### config.mk
export PLATFORM = sky130hd
export DESIGN_NAME = logistic_multi_iter_flat
export DESIGN_NICKNAME = d
export VERILOG_FILES = /design/src/rtl/logistic_multi_iter_if.sv /design/src/rtl/logistic_multi_iter.sv /design/src/flat_wrapper.sv
export SDC_FILE = /design/constraint.sdc
export NUM_CORES = 2
export LEC_CHECK = 0
export ABC_AREA = 1
export CORE_MARGIN = 3
export CORE_UTILIZATION = 45
export CTS_CLUSTER_SIZE = 8
export DETAILED_ROUTE_END_ITERATION = 16
export PLACE_DENSITY = 0.74
export SYNTH_ARGS = -nofsm -noshare
export SYNTH_HDL_FRONTEND = slang
export SYNTH_SLANG_ARGS = --single-unit
### constraint.sdc
create_clock -name CLK -period 7 [get_ports CLK]
set_clock_uncertainty 0.05 [all_clocks]
set_input_delay 0.7 -clock CLK [delete_from_list [all_inputs] [get_ports CLK]]
set_output_delay 0.7 -clock CLK [all_outputs]
set_load 0.02 [all_outputs]
### src/rtl/logistic_multi_iter_if.sv
// logistic_multi_iter_if: control, status and result-readback bundle for logistic_multi_iter
interface logistic_multi_iter_if #(
  parameter int W = 17,
  parameter int MUW = 18,
  parameter int NCH = 7,
  parameter int ITW = 9
);
  localparam int CHW = (NCH > 1) ? $clog2(NCH) : 1;
  logic start;
  logic [MUW-1:0] mu;
  logic [ITW-1:0] times;
  logic [W-1:0] seed_base;
  logic busy;
  logic done;
  logic [CHW-1:0] rd_ch;
  logic [W-1:0] rd_data;
  modport master(output start, mu, times, seed_base, rd_ch, input busy, done, rd_data);
  modport slave(input start, mu, times, seed_base, rd_ch, output busy, done, rd_data);
endinterface

### src/rtl/logistic_multi_iter.sv
// logistic_multi_iter: one shared two-stage logistic-map datapath round-robined over NCH channels.
// Define LOGISTIC_FREERUN_EN to keep re-running from FIN instead of returning to IDLE.
module logistic_multi_iter #(
  parameter int W = 17,
  parameter int MUW = 18,
  parameter int NCH = 7,
  parameter int ITW = 9
) (
  input logic CLK,
  input logic RST,
  logistic_multi_iter_if.slave io_bus
);
  localparam int CHW = (NCH > 1) ? $clog2(NCH) : 1;
  typedef enum logic [1:0] {IDLE, STA, STB, FIN} state_t;
  state_t r_st, w_nxt;
  logic w_load;
  logic [W-1:0] r_res [NCH];
  logic [CHW-1:0] r_ch;
  logic [ITW-1:0] r_it, r_times;
  logic [MUW-1:0] r_mu;
  logic [2*W-1:0] r_term;
  logic [W-1:0] w_x, w_y;
  logic [W:0] w_omx;
  logic [MUW+2*W-1:0] w_mt;
  logic w_last, w_itdone, w_rd_ok;
  // (2^W - x) needs W+1 bits so that x = 0 yields a zero term
  assign w_x = r_res[r_ch];
  assign w_omx = {1'b1, {W{1'b0}}} - {1'b0, w_x};
  assign w_mt = (MUW+2*W)'(r_mu) * (MUW+2*W)'(r_term);
  assign w_y = W'(w_mt >> (W+MUW-2));
  assign w_last = r_ch == CHW'(NCH-1);
  assign w_itdone = (r_it + ITW'(1)) == r_times;
  assign w_rd_ok = {1'b0, io_bus.rd_ch} < (CHW+1)'(NCH);
  assign io_bus.rd_data = w_rd_ok ? r_res[io_bus.rd_ch] : '0;
  assign io_bus.busy = r_st != IDLE;
  assign io_bus.done = r_st == FIN;
  always_ff @(posedge CLK)
    if (RST) r_st <= IDLE;
    else r_st <= w_nxt;
  always_comb begin
    w_nxt = r_st;
    w_load = 1'b0;
    case (r_st)
      IDLE: begin
        w_load = io_bus.start;
        w_nxt = !io_bus.start ? IDLE : (io_bus.times == '0 ? FIN : STA);
      end
      STA: w_nxt = STB;
      STB: w_nxt = (w_last && w_itdone) ? FIN : STA;
`ifdef LOGISTIC_FREERUN_EN
      FIN: begin
        w_load = io_bus.start;
        w_nxt = io_bus.start ? (io_bus.times == '0 ? FIN : STA) : (r_times == '0 ? FIN : STA);
      end
`else
      FIN: w_nxt = IDLE;
`endif
      default: w_nxt = IDLE;
    endcase
  end
  always_ff @(posedge CLK)
    if (RST) begin
      for (int i = 0; i < NCH; i++) r_res[i] <= '0;
      r_ch <= '0;
      r_it <= '0;
      r_mu <= '0;
      r_times <= '0;
      r_term <= '0;
    end else if (w_load) begin
      for (int i = 0; i < NCH; i++) r_res[i] <= io_bus.seed_base + W'(i);
      r_mu <= io_bus.mu;
      r_times <= io_bus.times;
      r_ch <= '0;
      r_it <= '0;
    end else if (r_st == STA) begin
      r_term <= (2*W)'(w_x) * (2*W)'(w_omx);
    end else if (r_st == STB) begin
      r_res[r_ch] <= w_y;
      r_ch <= w_last ? '0 : r_ch + CHW'(1);
      if (w_last) r_it <= r_it + ITW'(1);
    end else if (r_st == FIN) begin
      r_ch <= '0;
      r_it <= '0;
    end
endmodule

### src/flat_wrapper.sv
// flat-port wrapper written by rule: the top's interface ports become plain ports
module logistic_multi_iter_flat 
#(
  parameter int W = 17,
  parameter int MUW = 18,
  parameter int NCH = 7,
  parameter int ITW = 9
)
  (CLK, RST, io_bus_start, io_bus_mu, io_bus_times, io_bus_seed_base, io_bus_rd_ch, io_bus_busy, io_bus_done, io_bus_rd_data);
  logistic_multi_iter_if #(.W(W), .MUW(MUW), .NCH(NCH), .ITW(ITW)) io_bus_i ();
  input logic CLK;
  input logic RST;
  input wire logic [$bits(io_bus_i.start)-1:0] io_bus_start;
  input wire logic [$bits(io_bus_i.mu)-1:0] io_bus_mu;
  input wire logic [$bits(io_bus_i.times)-1:0] io_bus_times;
  input wire logic [$bits(io_bus_i.seed_base)-1:0] io_bus_seed_base;
  input wire logic [$bits(io_bus_i.rd_ch)-1:0] io_bus_rd_ch;
  output wire logic [$bits(io_bus_i.busy)-1:0] io_bus_busy;
  output wire logic [$bits(io_bus_i.done)-1:0] io_bus_done;
  output wire logic [$bits(io_bus_i.rd_data)-1:0] io_bus_rd_data;
  assign io_bus_i.start = io_bus_start;
  assign io_bus_i.mu = io_bus_mu;
  assign io_bus_i.times = io_bus_times;
  assign io_bus_i.seed_base = io_bus_seed_base;
  assign io_bus_i.rd_ch = io_bus_rd_ch;
  assign io_bus_busy = io_bus_i.busy;
  assign io_bus_done = io_bus_i.done;
  assign io_bus_rd_data = io_bus_i.rd_data;
  logistic_multi_iter #(.W(W), .MUW(MUW), .NCH(NCH), .ITW(ITW)) u_core (.CLK(CLK), .RST(RST), .io_bus(io_bus_i));
endmodule
### Word level (Yosys, flattened, before mapping)

Memories as Yosys holds them, arrays and structs flattened. A register that Yosys moved wholly into a read port is not among the register bits.
Index checks and enable logic that the tools add are counted.

* add/subtract/negate cells: 9
* $mul: 2
* divide/modulo/power cells: 0
* magnitude comparators: 1
* eq/ne operators: 6
* shift operators: 0
* mux-type cells: 34
* bitwise operators: 9
* reduce and logical (&&, ||, !) cells: 10

Operator list (count)
* $mux W17: 9
* $add A17 B3 Y17 const B: 3
* $mul A18 B34 Y50: 1
* $add A17 B2 Y17 const B: 2
* $mul A17 B18 Y34: 1
* $mux W9: 3
* $mux W3: 6
* $sub A18 B17 Y18 const A: 1
* $add A17 B1 Y17 const B: 1
* $reduce_or A17 Y1: 1
* $mux W1: 12
* $add A9 B1 Y9 const B: 1
* $eq A9 B9 Y1: 1
* $logic_not A9 Y1: 1
* $pmux W2 S4: 1
* $or A1 B1 Y1: 7
* $mux W2: 3
* $eq A2 B2 Y1 const B: 2
* $reduce_and A2 Y1: 2
* $reduce_bool A2 Y1: 2
* $add A3 B1 Y3 const B: 1
* $eq A3 B3 Y1 const B: 1
* $lt A3 B3 Y1 const B: 1
* $reduce_and A3 Y1: 1
* other kinds (6): 7

* flip-flop bits (word level): 75
* latch bits: 0
* memory bits (writable): 119
* ROM bits: 0
* word-level logic and storage cells: 78
* memories: 1

Memories
* u_core.r_res: words 7, width 17, rd ports 2, clocked after Yosys merged registers in 1, write ports 7, RTL line logistic_multi_iter.sv:17 `logic [W-1:0] r_res [NCH];`

### Depth between registers and ports, before layout

* depth after elaboration: 8
* mapped depth: 42

### Least setup slack after synthesis

OpenSTA, ideal clock, no wires.

* path type: flip-flop to flip-flop
* start point: reg (tool-made name)
* end point: reg u_core.r_term[33]
* library setup time: 0.109 ns
* arrival time: 7.061 ns
* data required time: 6.841 ns
* path slack: -0.220 ns
* stages on the path, launching flop included: 38
* clock period less this slack: 7.220 ns
* path through: dfxtp_1 > buf_6 > buf_4 > o21ai_0 > nand3_1 > nand2_1 > clkbuf_1 > ha_1 > nand3_1 > nor2_2 > nand4_1 > nor2_1 > ha_1 > buf_1 > clkinv_1 > nand2_1 > fa_1 > fa_1 > [... 2 more ...] > fa_1 > fa_1 > inv_1 > fa_1 > inv_1 > ha_1 > a21oi_1 > nor2_1 > nor2_1 > nor2_1 > nor2_1 > nor2_1 > nor2_1 > nand2_1 > nand2_1 > nand3_1 > nand2_1 > inv_1

RTL lines
* end signal: assignment: RTL line logistic_multi_iter.sv:76 `r_term <= (2*W)'(w_x) * (2*W)'(w_omx);`
* end: declaration: RTL line logistic_multi_iter.sv:21 `logic [2*W-1:0] r_term;`

==> flow_summary.ini <==
[synthesis]
async_flop_share = 0
ys_seq_elements = 213
synthTopCellsByArea = fa_1, inv_1, nand2_1
yosysSeqAreaShare = 0.131
yosysWarnings = 0
yosysTopAreaCell = fa_1
synth_cells = 5760
syn_area_per_cell_um2 = 7.45
synth_flop_cell = edfxtp_1
ys_types = 56
synth_edf_count = 136
netlist_area_um2 = 42900
synth_top_area_frac = 0.349

[critical_path]
start_kind = flip-flop
critPathArrivalTime_ns = 7.34
critPathMaxFanout = 29
cp_common_cell = inv_1
crit_path_end_kind = flip-flop
cp_slowest_stage_delay_ns = 0.53
crit_type = reg2reg
crit_required_ns = 7.37
cp_slowest_cell = fa_1

[detailed_routing]
wl_per_cell_um = 19.1
route.detailed.drc = 0
wl_um = 138000
via_count = 38500
drtPass1Iterations = 6
ant_nets = 0
drt-initial-drc-count = 3562
viasPerCell = 5.34

[sta]
max_slew_margin = 0.165
drv_slew = 0
max_freq_mhz = 143
max_slew.worst_pin.slew_ns = 1.25
fin_tns_setup_ns = 0
finalCritPeriodShare = 0.996
timing_hold_violations_final = 0
rsz0062_at_grt = yes
worst_slack_ns = 0.0300
whs_ns = 0.410
setup_viol = 0
period_needed_ns = 6.97

[floorplan]
io_pins = 69
dieArea_um2 = 99100
rows = 112
die_x_um = 315
initial_utilization = 0.457
core_region_area_um2 = 93900
fp.dieH_um = 315

[global_routing]
grt_max_degree = 83
antenna_found_initial = 2
overflow = 0
track_usage = 0.279
grt_pass1_vias = 39000
grt_pass1_wl_um = 216000

[clock_network]
clk_pin_slew_ns = 0.05
hold_buffers = 0
clk_latency_ns = 0.56
numCtsBuffers = 34
cts_root_buffer = clkbuf_16
htreeDepth = 2
cts_tree = yes
cts_buffer_depth = 3
clkSinkCount = 213

[cells_and_area]
areaGrowthSynthToFinish_pct = 14.0
mostFrequentLayoutCells = inv_1, nand2_1, fa_1, nor2_1, buf_4
antenna_cells = 0
final_nets = 6971
final_area_um2 = 48900
post_route_cells_drive_above_1_share = 0.105
layout_commonest_cell = inv_1

[placed_design]
dp_slack_ns = -0.292
placed_cell_area_um2 = 46500
place_hpwl_um = 111000
io_buffers = 68
gp_congestion = 1.01

[status]
status = completed

[job]
drv_cap = 0

[min_path]
hp-class = reg2reg
-- cells in the mapped netlist (all sizes together) (3+ instances only) --
cell type / instances
o21bai: 14
nor3: 33
nand3b: 6
xnor2: 7
a21boi: 3
a21oi: 200
or2: 8
o221ai: 4
o21ai: 278
edfxtp: 136
nand4: 36
a31oi: 14
a21o: 3
fa: 747
nand3: 267
clkbuf: 162
o2111ai: 6
xor2: 20
o211ai: 59
and2: 22
buf: 108
ha: 242
nand2: 1405
clkinv: 8
dfxtp: 77
inv: 1440
nor2: 420
a22o: 20
-- repair_timing --
action                     in CTS  in global routing
resized for setup              60                218
cloned                          2                  1
pin swaps                      15                 92
buffers inserted                5                 13
setup endpoints to repair      21                141
-- registers in the layout (all words and copies together), names as in the netlist, named ones only --
name and flops:
u_core.r_term 33, u_core.r_ch 3, u_core.r_st 2, u_core.r_res 136, u_core.r_it 9, u_core.r_mu 18
u_core.r_times 9
-- metrics by stage --
stage | std cells | util
finish | 7201 | 0.521
global route | 7201 | 0.521
CTS | 7186 | 0.510
detailed placement | 7128 | 0.496
global placement | 7128 | 0.496
floorplan | 5775 | -
-- final timing paths --
| path | end | start | slack, ns | cells after the start |
|---|---|---|---|---|
| hold reg to reg | u_core.r_times[0]$_SDFFE_PP0P_ | u_core.r_times[0]$_SDFFE_PP0P_ | 0.41 | 2 |
| hold / removal | u_core.r_times[0]$_SDFFE_PP0P_ | u_core.r_times[0]$_SDFFE_PP0P_ | 0.41 | 2 |
| setup reg to reg | u_core.r_term[32]$_SDFFE_PP0P_ | flip-flop | 0.03 | 37 |
| setup / recovery | u_core.r_term[32]$_SDFFE_PP0P_ | flip-flop | 0.03 | 37 |
-- routing by layer --
| layer | routed length, um | part of all wire | vias up | global-route usage |
|---|---|---|---|---|
| met2 | 62500 | 0.45 | 1942 | 0.444 |
| met5 | 15 | 0.00011 | - | 0 |
| li1 | - | - | 17500 | - |
| met3 | 13300 | 0.097 | 376 | 0.0493 |
| met1 | 54900 | 0.40 | 18700 | 0.372 |
| met4 | 7080 | 0.051 | 2 | 0.130 |
-- final cells by class --
class | instances | area, um2
fillers | 8836 | 45000
multi-input cells | 3844 | 31800
flip-flops and latches | 213 | 5630
inverters | 1448 | 5460
repair buffers | 391 | 3470
well taps | 1254 | 1570
clock buffers | 44 | 898
clock inverters | 7 | 134
-- critical path: cells and delay by family, from the launching register on --
kind / cells / cell delay (ns)
and+or+nand+nor: 10 / 0.83
buffers and inverters: 15 / 1.55
AOI/OAI and AO/OA: 4 / 0.49
adders and majority gates: 8 / 3.55
DFF: 1 / 0.33
-- logic make-up (layout without fill, tap and decap cells) --
kind of cell | after synthesis | count (layout) | synth area share
AND/OR/NAND/NOR | 2201 | 2201 | 0.209
buffers and inverters | 1718 | 1890 | 0.154
adder cells (fa/ha/maj) | 989 | 989 | 0.419
AO/OA/AOI/OAI | 610 | 610 | 0.0807
flip-flops | 213 | 213 | 0.131
XOR/XNOR | 27 | 27 | 0.00569
other | 2 | 17 | 0.000175
Power is left out: the tool's default activity adds up to more than one toggle a clock period on the data nets, which glitch-free logic cannot reach.
